--- src/rtl/seven_seg_pkg.sv ---
// Shared constants and types for the multiplexed seven-segment display driver.
// Segment codes are active-high with bit 0 = a through bit 6 = g.
package seven_seg_pkg;

  localparam int MAX_DIGITS = 8;

  localparam int SEG_A = 0;
  localparam int SEG_B = 1;
  localparam int SEG_C = 2;
  localparam int SEG_D = 3;
  localparam int SEG_E = 4;
  localparam int SEG_F = 5;
  localparam int SEG_G = 6;

  localparam logic [6:0] SEG_DARK_N = 7'h7F;

  // Standard hex font: 0-9, A, b, C, d, E, F
  localparam logic [6:0] FONT [16] = '{
    7'h3F, 7'h06, 7'h5B, 7'h4F, 7'h66, 7'h6D, 7'h7D, 7'h07,
    7'h7F, 7'h6F, 7'h77, 7'h7C, 7'h39, 7'h5E, 7'h79, 7'h71
  };

  // One display snapshot, sized for the largest supported digit count
  typedef struct packed {
    logic [MAX_DIGITS-1:0][3:0] digits;
    logic [MAX_DIGITS-1:0]      dp;
    logic [MAX_DIGITS-1:0]      blank;
    logic                       lzEn;
  } dispState_t;

endpackage

--- src/rtl/seven_seg_decode.sv ---
// Combinational hex nibble to active-high segment decoder.
module seven_seg_decode
  import seven_seg_pkg::*;
(
  input  logic [3:0] nibble_i,
  output logic [6:0] seg_o
);

  assign seg_o = FONT[nibble_i];

endmodule

--- src/rtl/seven_seg_mux.sv ---
// Time-multiplexed seven-segment driver with dead time between digits and
// frame-synchronous double buffering so a frame never mixes old and new digits.
module seven_seg_mux
  import seven_seg_pkg::*;
#(
  parameter int NUM_DIGITS  = 4,
  parameter int REFRESH_DIV = 100000,
  parameter int DEAD_CYCLES = 16
) (
  input  logic                    clk,
  input  logic                    rst_n,
  input  logic [4*NUM_DIGITS-1:0] digits_in,
  input  logic [NUM_DIGITS-1:0]   dp_in,
  input  logic [NUM_DIGITS-1:0]   blank_in,
  input  logic                    lz_en,
  input  logic                    load,
  output logic [6:0]              seg_n,
  output logic                    dp_n,
  output logic [NUM_DIGITS-1:0]   an_n,
  output logic                    frame_done
);

  localparam int CNT_W = $clog2(REFRESH_DIV);
  localparam int IDX_W = (NUM_DIGITS > 1) ? $clog2(NUM_DIGITS) : 1;
  localparam logic [CNT_W-1:0] CNT_LAST = CNT_W'(REFRESH_DIV - 1);
  localparam logic [CNT_W-1:0] CNT_DEAD = CNT_W'(DEAD_CYCLES);
  localparam logic [IDX_W-1:0] IDX_LAST = IDX_W'(NUM_DIGITS - 1);

  logic [CNT_W-1:0]      prescale_q, prescale_d;
  logic [IDX_W-1:0]      digitIdx_q, digitIdx_d;
  dispState_t            shadow_q, shadow_d;
  dispState_t            active_q, active_d;
  dispState_t            loadState;
  logic                  pending_q, pending_d;
  logic [6:0]            seg_q, seg_d;
  logic                  dp_q, dp_d;
  logic                  slotEnd, frameEnd;
  logic [2:0]            selIdx;
  logic [3:0]            selNibble;
  logic [6:0]            selSegs;
  logic                  selBlank;
  logic                  zeroAbove;
  logic [MAX_DIGITS-1:0] lzSuppress;

  assign slotEnd    = (prescale_q == CNT_LAST);
  assign frameEnd   = slotEnd && (digitIdx_q == IDX_LAST);
  assign frame_done = frameEnd;

  always_comb begin
    prescale_d = slotEnd ? '0 : prescale_q + 1'b1;
    digitIdx_d = digitIdx_q;
    if (slotEnd) begin
      digitIdx_d = (digitIdx_q == IDX_LAST) ? '0 : digitIdx_q + 1'b1;
    end
  end

  // A load landing on the frame boundary goes straight to the active copy
  always_comb begin
    loadState                          = '0;
    loadState.digits[NUM_DIGITS-1:0]   = digits_in;
    loadState.dp[NUM_DIGITS-1:0]       = dp_in;
    loadState.blank[NUM_DIGITS-1:0]    = blank_in;
    loadState.lzEn                     = lz_en;

    shadow_d  = shadow_q;
    active_d  = active_q;
    pending_d = pending_q;
    if (frameEnd) begin
      if (load) begin
        active_d  = loadState;
        pending_d = 1'b0;
      end else if (pending_q) begin
        active_d  = shadow_q;
        pending_d = 1'b0;
      end
    end else if (load) begin
      shadow_d  = loadState;
      pending_d = 1'b1;
    end
  end

  always_ff @(posedge clk or negedge rst_n) begin
    if (!rst_n) begin
      prescale_q <= '0;
      digitIdx_q <= '0;
      shadow_q   <= '0;
      active_q   <= '0;
      pending_q  <= 1'b0;
      seg_q      <= SEG_DARK_N;
      dp_q       <= 1'b1;
    end else begin
      prescale_q <= prescale_d;
      digitIdx_q <= digitIdx_d;
      shadow_q   <= shadow_d;
      active_q   <= active_d;
      pending_q  <= pending_d;
      seg_q      <= seg_d;
      dp_q       <= dp_d;
    end
  end

  // Zero digits above the most significant non-zero one go dark; digit 0 never does
  always_comb begin
    lzSuppress = '0;
    zeroAbove  = 1'b1;
    for (int i = NUM_DIGITS - 1; i > 0; i--) begin
      zeroAbove     = zeroAbove && (active_q.digits[i] == 4'h0);
      lzSuppress[i] = active_q.lzEn && zeroAbove;
    end
  end

  assign selIdx    = 3'(digitIdx_q);
  assign selNibble = active_q.digits[selIdx];
  assign selBlank  = active_q.blank[selIdx] || lzSuppress[selIdx];

  seven_seg_decode u_decode (
    .nibble_i (selNibble),
    .seg_o    (selSegs)
  );

  always_comb begin
    seg_d = selBlank ? SEG_DARK_N : ~selSegs;
    dp_d  = ~active_q.dp[selIdx];
  end

  always_comb begin
    an_n = '1;
    for (int i = 0; i < NUM_DIGITS; i++) begin
      an_n[i] = !((prescale_q >= CNT_DEAD) && (digitIdx_q == IDX_W'(i)));
    end
  end

  assign seg_n = seg_q;
  assign dp_n  = dp_q;

endmodule

--- config.mk ---
export PLATFORM = sky130hd
export DESIGN_NAME = seven_seg_mux
export DESIGN_NICKNAME = d
export VERILOG_FILES = /design/src/rtl/seven_seg_pkg.sv /design/src/rtl/seven_seg_decode.sv /design/src/rtl/seven_seg_mux.sv
export SDC_FILE = /design/constraint.sdc
export NUM_CORES = 1
export LEC_CHECK = 0
export CAP_MARGIN = 20
export CORE_UTILIZATION = 30
export CTS_BUF_LIST = sky130_fd_sc_hd__clkbuf_4 sky130_fd_sc_hd__clkbuf_8
export DETAILED_ROUTE_END_ITERATION = 10
export PLACE_DENSITY_LB_ADDON = 0.3
export SYNTH_ARGS = -nofsm -noshare
export SYNTH_HDL_FRONTEND = slang
export SYNTH_SLANG_ARGS = --single-unit
export TNS_END_PERCENT = 100
--- constraint.sdc ---
create_clock -name clk -period 3.7 [get_ports clk]
set_clock_uncertainty 0.2 [all_clocks]
set_input_delay 0.37 -clock clk [delete_from_list [all_inputs] [get_ports clk]]
set_output_delay 0.37 -clock clk [all_outputs]
set_load 0.02 [all_outputs]
# Yosys cells after proc, flatten, opt, wreduce, memory -nomap -nowiden
# Memory sizes are Yosys's and may differ from the RTL's.
# Index checks and enable logic that the tools add are counted.
# classes
add_sub_neg,2
n_lt_le_gt_ge,3
n_eq_ne,4
mux,17
bitwise,4
reduce_logical,23
# op_table
op,count
$mux 33,2
$mux 7,3
$add 17x1->17 const B,1
$eq 17x17->1 const B,1
$ge 17x5->1 const B,1
$mux 17,1
$logic_not 4->1,3
$logic_and 1x1->1,10
$bmux 4 s2,1
$not 7->7,1
$bmux 1 s2,3
$ge 5x5->1 const B,1
$mux 1,5
$not 4->5,1
$eq 2x2->1 const B,2
$logic_not 1->1,4
$lt 2x4->1 const B,1
$mux 4,1
$reduce_and 2->1,2
$reduce_bool 2->1,2
$add 2x1->2 const B,1
$eq 2x1->1 const B,1
$logic_not 2->1,1
$mux 2,1
2 further kinds,3
# word_totals
register_bits,78
mem_bits_ro,112
elab_cells,73
memories,1
# memory_table
memory,words,width,read_ports,rd_clocked_by_memory_dff,wr,line,text
(no name shown),16,7,1,0,0,seven_seg_decode.sv:9,assign seg_o = FONT[nibble_i];

# Depth between registers and ports, before layout
# Gate-level depths: netlist of the first run.
# logic_depth
ltp_word,8
ltp_mapped,9
mapped_depth_nobuf,7

# By module
# A second synthesis of the first run with hierarchy kept.
# unflattened
cells_unflattened,344
hier_area_um2,3972.6
# modules_own_cells
mod,instances,cells_each,area_per_inst_um2,seq_area_each_um2
seven_seg_mux,1,311,3684.8,1961.9
seven_seg_decode,1,33,287.8,0.0

# Least setup slack after synthesis of the first run
# Ideal clock, no wire load.
# synth_timing
path_kind,reg-to-reg
startpoint,register digitIdx_q[0]
endpoint,"register seg_q[3], in the netlist seg_n[3]"
arrival_time_ps,2413
t_required_ps,3409
path_slack_ps,996
path_stages_with_launch,9
synth_period_minus_slack_ps,2704
cell_sequence,dfrtp_1 clkbuf_1 buf_1 mux4_2 inv_1 ha_1 inv_1 mux4_2 nand2b_1
# synth_via
elab_chain_cells,8
word_cells_on_any_way,13
# synth_lines
element,line,text
from (decl),seven_seg_mux.sv:30,"logic [IDX_W-1:0] digitIdx_q, digitIdx_d;"
from (signal assigned),seven_seg_mux.sv:93,digitIdx_q <= digitIdx_d;
$bmux 4 s2,seven_seg_mux.sv:113,assign selNibble = active_q.digits[selIdx];
$mux 4 (not written as such),seven_seg_mux.sv:113,
$not 4->5 (not written as such),seven_seg_decode.sv:9,
$mem_v2 16x7,n/a,
$mux 7 (not written as such) (2 in series),seven_seg_decode.sv:9,
$not 7->7,seven_seg_mux.sv:122,seg_d = selBlank ? SEG_DARK_N : ~selSegs;
$mux 7 *,seven_seg_mux.sv:122,
net seg_d[3],seven_seg_mux.sv:35,"logic [6:0] seg_q, seg_d;"
to (signal assigned),seven_seg_mux.sv:97,seg_q <= seg_d;
to (decl),seven_seg_mux.sv:35,
# The timed path passes the listed nets; every way through them passes the cells marked *. The select of a mux whose other input is x is not followed.
# A chain may end at the register's enable or synchronous reset.

# Worst setup path in the final report of the first run
# layout_timing
startpoint,register digitIdx_q[1]
endpoint,output port frame_done
# layout_via
elab_chain_cells,2
# layout_lines
element,line,text
$eq 2x2->1,seven_seg_mux.sv:46,assign frameEnd = slotEnd && (digitIdx_q == IDX_LAST);
$logic_and 1x1->1,seven_seg_mux.sv:46,
to (decl),seven_seg_mux.sv:20,output logic frame_done
# Every way passes these cells.

==> results.toml, run 1 <==
[clock_network]
root_buffer = "clkbuf_8"
htree_levels = 3
cts_hold_buf = 0
cts.repair_timing.setup_buffer_count = 0
clk_path_buf_depth = 2
insertion_delay_ns = 0.36
cts_tree = "done"
cts_buffers = 9
ctsResizeCount = 0
cts_sinks = 78
clkSlewWorstSetupHoldPaths_ns = 0.08

[timing]
timing.setup.tns_ns = 0
fin_ws_ns = 0.4240
timing.fmax_mhz = 305.3
finalMaxSlewViolations = 0
setup_violations = 0
timing.final.crit_share_pct = 88.54
fin_crit_ns = 3.276
rsz0062_at_grt = "no"
relSlewSlack_pct = 30.92
final_hold_viol_count = 0
tightest_slew_ns = 1.034

[power]
p_per_area_mw_per_mm2 = 354.6
p_seq_share_pct = 53.2
comb_power_share_pct = 13.4
p_switching_uw = 453.9
clkPwrFrac_pct = 33.4
leakage_nw = 2.154
peakVddDrop_uv = 170.4
swShare_pct = 25.20
intPower_mw = 1.348

[critical_path]
crit_family = "buffers and inverters"
r2r-start = "digitIdx_q[1]"
worst-path-buf-inv = 1
cp_slowest_stage_delay_ns = 0.69
crit_path_start_kind = "flop"
rr_worst_depth = 4
cp_slowest_cell = "clkdlybuf4s50_1"
crit_type = "reg -> out"
arrival_ns = 2.71
end_kind = "output port"
crit_start = "digitIdx_q[1]"
r2r_setup_slack_ns = 0.76
required_ns = 3.13
worstPathCellList = "ha_1 -> and3_1 -> clkdlybuf4s50_1"
reg2reg_to = "shadow_q[31]"
worst-path-max-fanout = 13

[placed_design]
portBuffers = 40
gp_congestion = 0.7699
hpwlAfterDp_um = 6651
pre_cts_slack_ns = 0.7782
dp.cells = 646

[floorplan]
die_w_um = 121.9
die_area_mm2 = 0.01486
initial_core_util_pct = 30.95
row_count = 43
core_area_mm2 = 0.01393
io_pins = 41
die_y_um = 121.9

[final_layout]
area_growth_pct = 17.81
n_antenna_cell = 0
final_cell_mix = "nor2_1, dfrtp_1, clkdlybuf4s50_1, nand3_1, nor3_1"
fillerInstances = 1391
final_common_cell = "nor2_1"
stdcell_count = 662
drive_gt1_share_pct = 18.46
nets = 519

[routing]
post_drt_wl_per_cell_um = 15.83
wirelength_um = 10480
vias_per_cell = 5.014
drt_first_pass_iters = 4
remaining_drc_errors = 0
vias = 3319
ant_nets = 0
drt-initial-drc-count = 232

[yosys]
synth_cell_types = 40
syn_area_mm2 = 0.004313
synth_nets = 486
ys_warn_count = 0
synth_seq_area_share_pct = 45.49
ys_seq_elements = 78
synthCells = 446
avgSynthCellArea_um2 = 9.670

[global_route]
grt_pass1_wl_um = 17290
grt_use_total_pct = 15.14
grt_antenna_before_repair = 0
grt-ovfl-total = 0
grt_pass1_vias = 3385
grt_max_degree = 79

[min_path]
min_path_type = "in -> async"

[job]
max_cap_violations = 0

[run_status]
outcome = "finished, final reports clean"
worst max-delay path by stage:
stage / endpoint / slack, ns / cells past startpoint
after floorplan: seg_n[3] / 1.0 / 8
after global placement: shadow_q[30] / 0.84 / 4
after detailed placement: shadow_q[31] / 0.78 / 4
after CTS: frame_done / 0.42 / 4
after global routing: frame_done / 0.31 / 3
final: frame_done / 0.42 / 3
sequential cells by signal, indices dropped and copies added, names as in the netlist:
register	count
digitIdx_q	2
active_q	25
shadow_q	25
pending_q	1
seg_n	7
prescale_q	17
dp_n	1
synthesized netlist by cell type:
| cell type | count | share of area [%] |
|---|---|---|
| clkbuf_1 | 17 | 1.5 |
| and3b_1 | 5 | 1.0 |
| nand4_1 | 4 | 0.58 |
| or3_1 | 4 | 0.58 |
| or2_2 | 21 | 3.0 |
| buf_2 | 2 | 0.23 |
| nor3_1 | 24 | 2.8 |
| and3_1 | 2 | 0.29 |
| nor3_4 | 1 | 0.38 |
| dfstp_2 | 8 | 4.9 |
| xor2_1 | 7 | 1.4 |
| and4_1 | 1 | 0.20 |
| nor2_1 | 91 | 7.9 |
| mux4_2 | 6 | 3.1 |
| nor3b_1 | 1 | 0.17 |
| o22ai_1 | 5 | 0.73 |
| o221ai_1 | 4 | 0.81 |
| o311ai_0 | 1 | 0.20 |
| buf_1 | 4 | 0.35 |
| and2_1 | 3 | 0.44 |
| nand4b_1 | 1 | 0.20 |
| a31oi_1 | 8 | 1.2 |
| nor2b_1 | 1 | 0.15 |
| mux2i_1 | 5 | 1.2 |
| nand3_1 | 30 | 3.5 |
| or4_4 | 1 | 0.26 |
| a21oi_1 | 22 | 2.6 |
| o21ai_0 | 6 | 0.70 |
| dfrtp_1 | 70 | 41 |
| buf_4 | 1 | 0.17 |
| xnor2_1 | 8 | 1.6 |
| mux2_4 | 20 | 7.0 |
| nor4_1 | 3 | 0.44 |
| buf_6 | 3 | 0.78 |
| ha_1 | 12 | 3.5 |
| nand2_1 | 18 | 1.6 |
| o211ai_1 | 2 | 0.35 |
| inv_1 | 12 | 1.0 |
| mux2_2 | 8 | 2.1 |
| nand2b_1 | 4 | 0.58 |
cell type report:
class / instances / area, um2 / area share [%]
well taps: 180 / 225.2 / 4.432
multi-input cells: 329 / 2183 / 42.97
clock inverters: 1 / 5.005 / 0.09850
repair buffers: 49 / 488.0 / 9.604
inverters: 12 / 45.04 / 0.8865
flip-flops and latches: 78 / 1962 / 38.61
clock buffers: 13 / 172.7 / 3.398
cells by family (layout without fill, tap and decap cells):
| kind of cell | Yosys count | in the layout | share of synthesized area [%] |
|---|---|---|---|
| compound gates | 48 | 48 | 6.498 |
| xor+xnor | 15 | 15 | 3.046 |
| fa+ha+maj | 12 | 12 | 3.481 |
| buf+inv | 39 | 75 | 4.061 |
| flops | 78 | 78 | 45.49 |
| mux | 39 | 39 | 13.35 |
| simple gates | 215 | 215 | 24.08 |
power by group through the flow:
stage	sequential, mW	clock, mW	combinational, mW
2_1_floorplan	0.977	0	0.127
3_3_place_gp	0.974	0	0.233
3_5_place_dp	0.974	0	0.239
4_1_cts	0.959	0.619	0.240
5_1_grt	0.966	0.653	0.263
6_report	0.959	0.602	0.241
through the flow:
step,utilization (%),area [um2],hold WS [ns],total power [mW]
global placement,34.92,4866,0.2791,1.207
CTS,36.19,5044,0.01537,1.818
floorplan,-,4313,-0.1256,1.104
detailed placement,34.92,4866,0.2907,1.213
finish,36.46,5081,0.1802,1.802
global route,36.46,5081,0.1800,1.883
worst register-to-register path: stages, from the launching register on:
cell	delay [ns]
dfrtp_1	0.58
ha_1	0.42
and3_1	0.35
nor2b_4	0.86
mux2_2	0.43
layer usage:
metal	share of wire (%)	wire length (um)	GRT usage, %	vias up
li1	-	-	-	1588
met1	47	4912	20.47	1635
met2	46	4813	23.09	80
met3	5.2	542	3.511	16
met4	2.0	210	6.481	0
met5	0	0	0	-
No activity file was read; power rests on OpenSTA's default activity.
==> run 2: changes to the inputs <==
PLACE_DENSITY_LB_ADDON = 0.15   (was 0.3)
==> run 2 against run 1 <==
Combinational power hardly changed. Flip-flop and latch count stayed put. Hold slack gained 0.071 ns. Critical path depth rose by 1. Core utilization grew 0.30 points. Power grew 5.3%. First-iteration DRC count down 31%. Critical endpoint unchanged. Highest routed layer unchanged.
==> results.toml, run 2 (synthesis results as in run 1) <==
[routing]
post_drt_wl_per_cell_um = 16.31
ant_nets = 0
vias = 3324
drt_first_pass_iters = 5
vias_per_cell = 4.998
wirelength_um = 10840
drt-initial-drc-count = 161
remaining_drc_errors = 0

[final_layout]
n_antenna_cell = 0
final_cell_mix = "nor2_1, dfrtp_1, clkdlybuf4s50_1, nand3_1, nor3_1"
area_growth_pct = 18.77
drive_gt1_share_pct = 18.97
fin_area_mm2 = 0.005122
final_common_cell = "nor2_1"
stdcell_count = 665
nets = 520
final_util_pct = 36.76
top_regs = "active_q (25), shadow_q (25), prescale_q (17)"

[clock_network]
insertion_delay_ns = 0.36
cts_tree = "done"
root_buffer = "clkbuf_8"
cts_buffers = 9
clkSlewWorstSetupHoldPaths_ns = 0.08
clk_path_buf_depth = 2
htree_levels = 3
cts.repair_timing.setup_buffer_count = 0
cts_sinks = 78

[critical_path]
r2r-start = "prescale_q[0]"
rr_worst_depth = 6
required_ns = 3.13
end_kind = "output port"
worst-path-max-fanout = 7
arrival_ns = 2.63
r2r_setup_slack_ns = 0.88
reg2reg_to = "shadow_q[26]"
crit_type = "reg -> out"
crit_path_start_kind = "flop"

[global_route]
grt_use_total_pct = 15.77
grt_antenna_before_repair = 0
grt_pass1_wl_um = 17850
grt-ovfl-total = 0
grt_pass1_vias = 3334
grt_max_degree = 79

[timing]
timing.setup.tns_ns = 0
fin_ws_ns = 0.4958
final_hold_viol_count = 0
tightest_slew_ns = 1.043
fin_crit_ns = 3.204
fin_worst_hold_slack_ns = 0.2513
rsz0062_at_grt = "no"
relSlewSlack_pct = 30.31
setup_violations = 0
timing.final.crit_share_pct = 86.60
timing.fmax_mhz = 312.1
finalMaxSlewViolations = 0

[placed_design]
portBuffers = 40
dp.cells = 647
pre_cts_slack_ns = 0.8649
gp_congestion = 0.7315
hpwlAfterDp_um = 7049
dpl_cell_area_mm2 = 0.004873

[run_status]
outcome = "finished, final reports clean"

[floorplan]
die_y_um = 121.9
die_area_mm2 = 0.01486
initial_core_util_pct = 30.95
core_area_mm2 = 0.01393
io_pins = 41
row_count = 43
die_w_um = 121.9

[power]
power_mw = 1.897
leakage_nw = 2.176
peakVddDrop_uv = 151.0
p_per_area_mw_per_mm2 = 370.3

[job]
max_cap_violations = 0

[min_path]
min_path_type = "in -> async"
[run 2: cell types whose count changed in the layout (fill, tap and decap cells not counted)]
cell,change
clkbuf_4,+3
clkbuf_8,-1
clkinv_2,-1
buf_4,+1
bufinv_16,+1
[run 2: final cells by class]
type | count | area [um2]
clock buffer | 15 | 181.4
clock inverter | 1 | 30.03
fill | 1410 | 8812
inverter | 12 | 45.04
multi-input combinational | 329 | 2183
sequential | 78 | 1962
tap | 180 | 225.2
timing repair buffer | 50 | 495.5
[run 2: layer usage]
| layer | vias up | part of all wire (%) | GRT usage [%] |
|---|---|---|---|
| met5 | - | 0 | 0 |
| met3 | 12 | 3.4 | 2.107 |
| met4 | 0 | 1.8 | 6.250 |
| met1 | 1642 | 49 | 21.53 |
| li1 | 1602 | - | - |
| met2 | 68 | 46 | 25.18 |
[run 2: worst max-delay path by stage]
stage	to	cells after the start	slack, ns	start
2_1_floorplan	seg_n[3]	8	1.0	digitIdx_q[0]
3_3_place_gp	shadow_q[31]	6	0.90	prescale_q[0]
3_5_place_dp	shadow_q[26]	6	0.86	prescale_q[0]
4_1_cts	frame_done	4	0.47	prescale_q[11]
5_1_grt	frame_done	4	0.35	prescale_q[13]
6_report	frame_done	4	0.50	prescale_q[11]
[run 2: repair_timing]
action | 4_1_cts | 5_1_grt
gates resized for setup | 0 | 0
hold endpoints to repair | 0 | 15
hold buffers | 0 | 1
[run 2: report_power, final]
part           internal, mW  total, mW  switching (mW)
clock                 0.380      0.697           0.317
combinational         0.131      0.241           0.110
sequential            0.918      0.958          0.0397
[run 2: critical path: stages (launching register included)]
cell             delay [ns]
dfrtp_1                0.42
or4_4                  0.57
nor3_4                 0.20
and3_1                 0.41
clkdlybuf4s50_1        0.68
==> run 3: changes to the inputs <==
CORE_UTILIZATION = 60   (was 30)
==> run 3 against run 2 <==
Core utilization grew 35 points. Sequential power is essentially flat. Combinational power shrank 2%. Hold slack lost 0.30 ns. Critical endpoint unchanged. The run now ends with negative hold slack left. Setup slack lost 0.13 ns.
==> results.toml, run 3 (synthesis results as in run 1) <==
[timing]
final_hold_viol_count = 25
fin_crit_ns = 3.334
finalMaxSlewViolations = 0
rsz0062_at_grt = "no"
timing.final.crit_share_pct = 90.12
setup_violations = 0
timing.setup.tns_ns = 0
fin_worst_hold_slack_ns = -0.05098
tightest_slew_ns = 1.047
timing.fmax_mhz = 299.9
relSlewSlack_pct = 30.07
fin_ws_ns = 0.3657

[run_status]
outcome = "finished, violations left"
failed_checks = "negative hold slack"

[critical_path]
required_ns = 3.13
r2r-start = "digitIdx_q[1]"
cp_slowest_cell = "clkdlybuf4s50_1"
end_kind = "output port"
arrival_ns = 2.76
reg2reg_to = "shadow_q[31]"
cp_slowest_stage_delay_ns = 0.71
worstPathCellList = "or4_4 -> nor3_4 -> and3_1 -> clkdlybuf4s50_1"
crit_start = "prescale_q[11]"
cp-endpoint = "frame_done"
worst-path-max-fanout = 10
crit_path_start_kind = "flop"
rr_worst_depth = 4
r2r_setup_slack_ns = 0.75
crit_type = "reg -> out"

[global_route]
grt_pass1_vias = 3379
grt_pass1_wl_um = 16190
grt-ovfl-total = 0
grt_use_total_pct = 28.20
grt_antenna_before_repair = 0
grt_max_degree = 79

[routing]
remaining_drc_errors = 0
vias_per_cell = 5.912
vias = 3411
drt-initial-drc-count = 251
wirelength_um = 9639
ant_nets = 0
drt_first_pass_iters = 5
post_drt_wl_per_cell_um = 16.71

[clock_network]
root_buffer = "clkbuf_8"
ctsResizeCount = 0
insertion_delay_ns = 0.35
cts_tree = "done"
htree_levels = 3
cts_hold_buf = 0
clk_path_buf_depth = 2
cts_sinks = 78
clkSlewWorstSetupHoldPaths_ns = 0.08
cts.repair_timing.setup_buffer_count = 0
cts_buffers = 9

[final_layout]
final_common_cell = "nor2_1"
final_util_pct = 72.24
n_antenna_cell = 0
final_cell_mix = "nor2_1, dfrtp_1, clkdlybuf4s50_1, nand3_1, nor3_1"
top_regs = "active_q (25), shadow_q (25), prescale_q (17)"
drive_gt1_share_pct = 18.50
area_growth_pct = 15.06
fillerInstances = 512
nets = 516

[floorplan]
die_area_mm2 = 0.007531
io_pins = 41
core_area_mm2 = 0.006869
row_count = 30
die_w_um = 86.78
die_y_um = 86.78
initial_core_util_pct = 62.79

[power]
p_per_area_mw_per_mm2 = 373.7
leakage_nw = 2.135
peakVddDrop_uv = 222.7

[placed_design]
hpwlAfterDp_um = 6269
portBuffers = 40
pre_cts_slack_ns = 0.7719
gp_congestion = 0.8281

[min_path]
min_path_type = "in -> async"

[job]
max_cap_violations = 0
-- run 3: cell types whose count changed in the layout (fill, tap and decap cells not counted), sizes merged --
| cell | before | now |
|---|---|---|
| clkbuf | 15 | 11 |
| dlygate4sd3 | 1 | 0 |
| buf | 10 | 7 |
| clkinvlp | 0 | 3 |
| clkinv | 0 | 1 |
-- run 3: where the power goes --
group / switching [mW] / leakage [nW] / internal, mW / total [mW]
registers: 0.0372 / 0.952 / 0.918 / 0.956
clock network: 0.317 / 0.0976 / 0.347 / 0.664
logic: 0.108 / 1.09 / 0.127 / 0.235
total: 0.461 / 2.14 / 1.39 / 1.85
-- run 3: worst max-delay path: cells and delay by family, from the launching register on --
kind          cells  cell delay, ns
buf+inv           1            0.71
flops             1            0.43
simple gates      3            1.27
-- run 3: how the worst min path moves through the flow --
| stage | startpoint | slack (ns) | end |
|---|---|---|---|
| 2_1_floorplan | rst_n | -0.13 | active_q[0] |
| 3_3_place_gp | prescale_q[8] | 0.28 | prescale_q[8] |
| 3_5_place_dp | shadow_q[11] | 0.29 | shadow_q[11] |
| 4_1_cts | rst_n | 0.009 | prescale_q[5] |
| 5_1_grt | rst_n | 0.02 | prescale_q[5] |
| 6_report | rst_n | -0.05 | prescale_q[10] |
-- run 3: cell type report --
cell class	instances	area, um2	share of cell area, %
Sequential cell	78	1962	39.54
Timing Repair Buffer	46	442.9	8.926
Tap cell	96	120.1	2.421
Multi-Input combinational cell	329	2183	44.00
Clock inverter	5	57.56	1.160
Clock buffer	11	151.4	3.051
Inverter	12	45.04	0.9077
-- run 3: metrics by stage --
stage,area (um2),total power [mW],instances
after global routing,4962,1.931,577
after detailed placement,4753,1.207,561
after floorplan,4313,1.104,446
after CTS,4962,1.860,577
final,4962,1.854,577
after global placement,4753,1.198,561
-- run 3: routing by layer --
layer,routed length [um],global-route usage [%]
met5,0,0
met4,158,11.36
met3,632,5.429
met2,4703,45.10
met1,4145,37.94
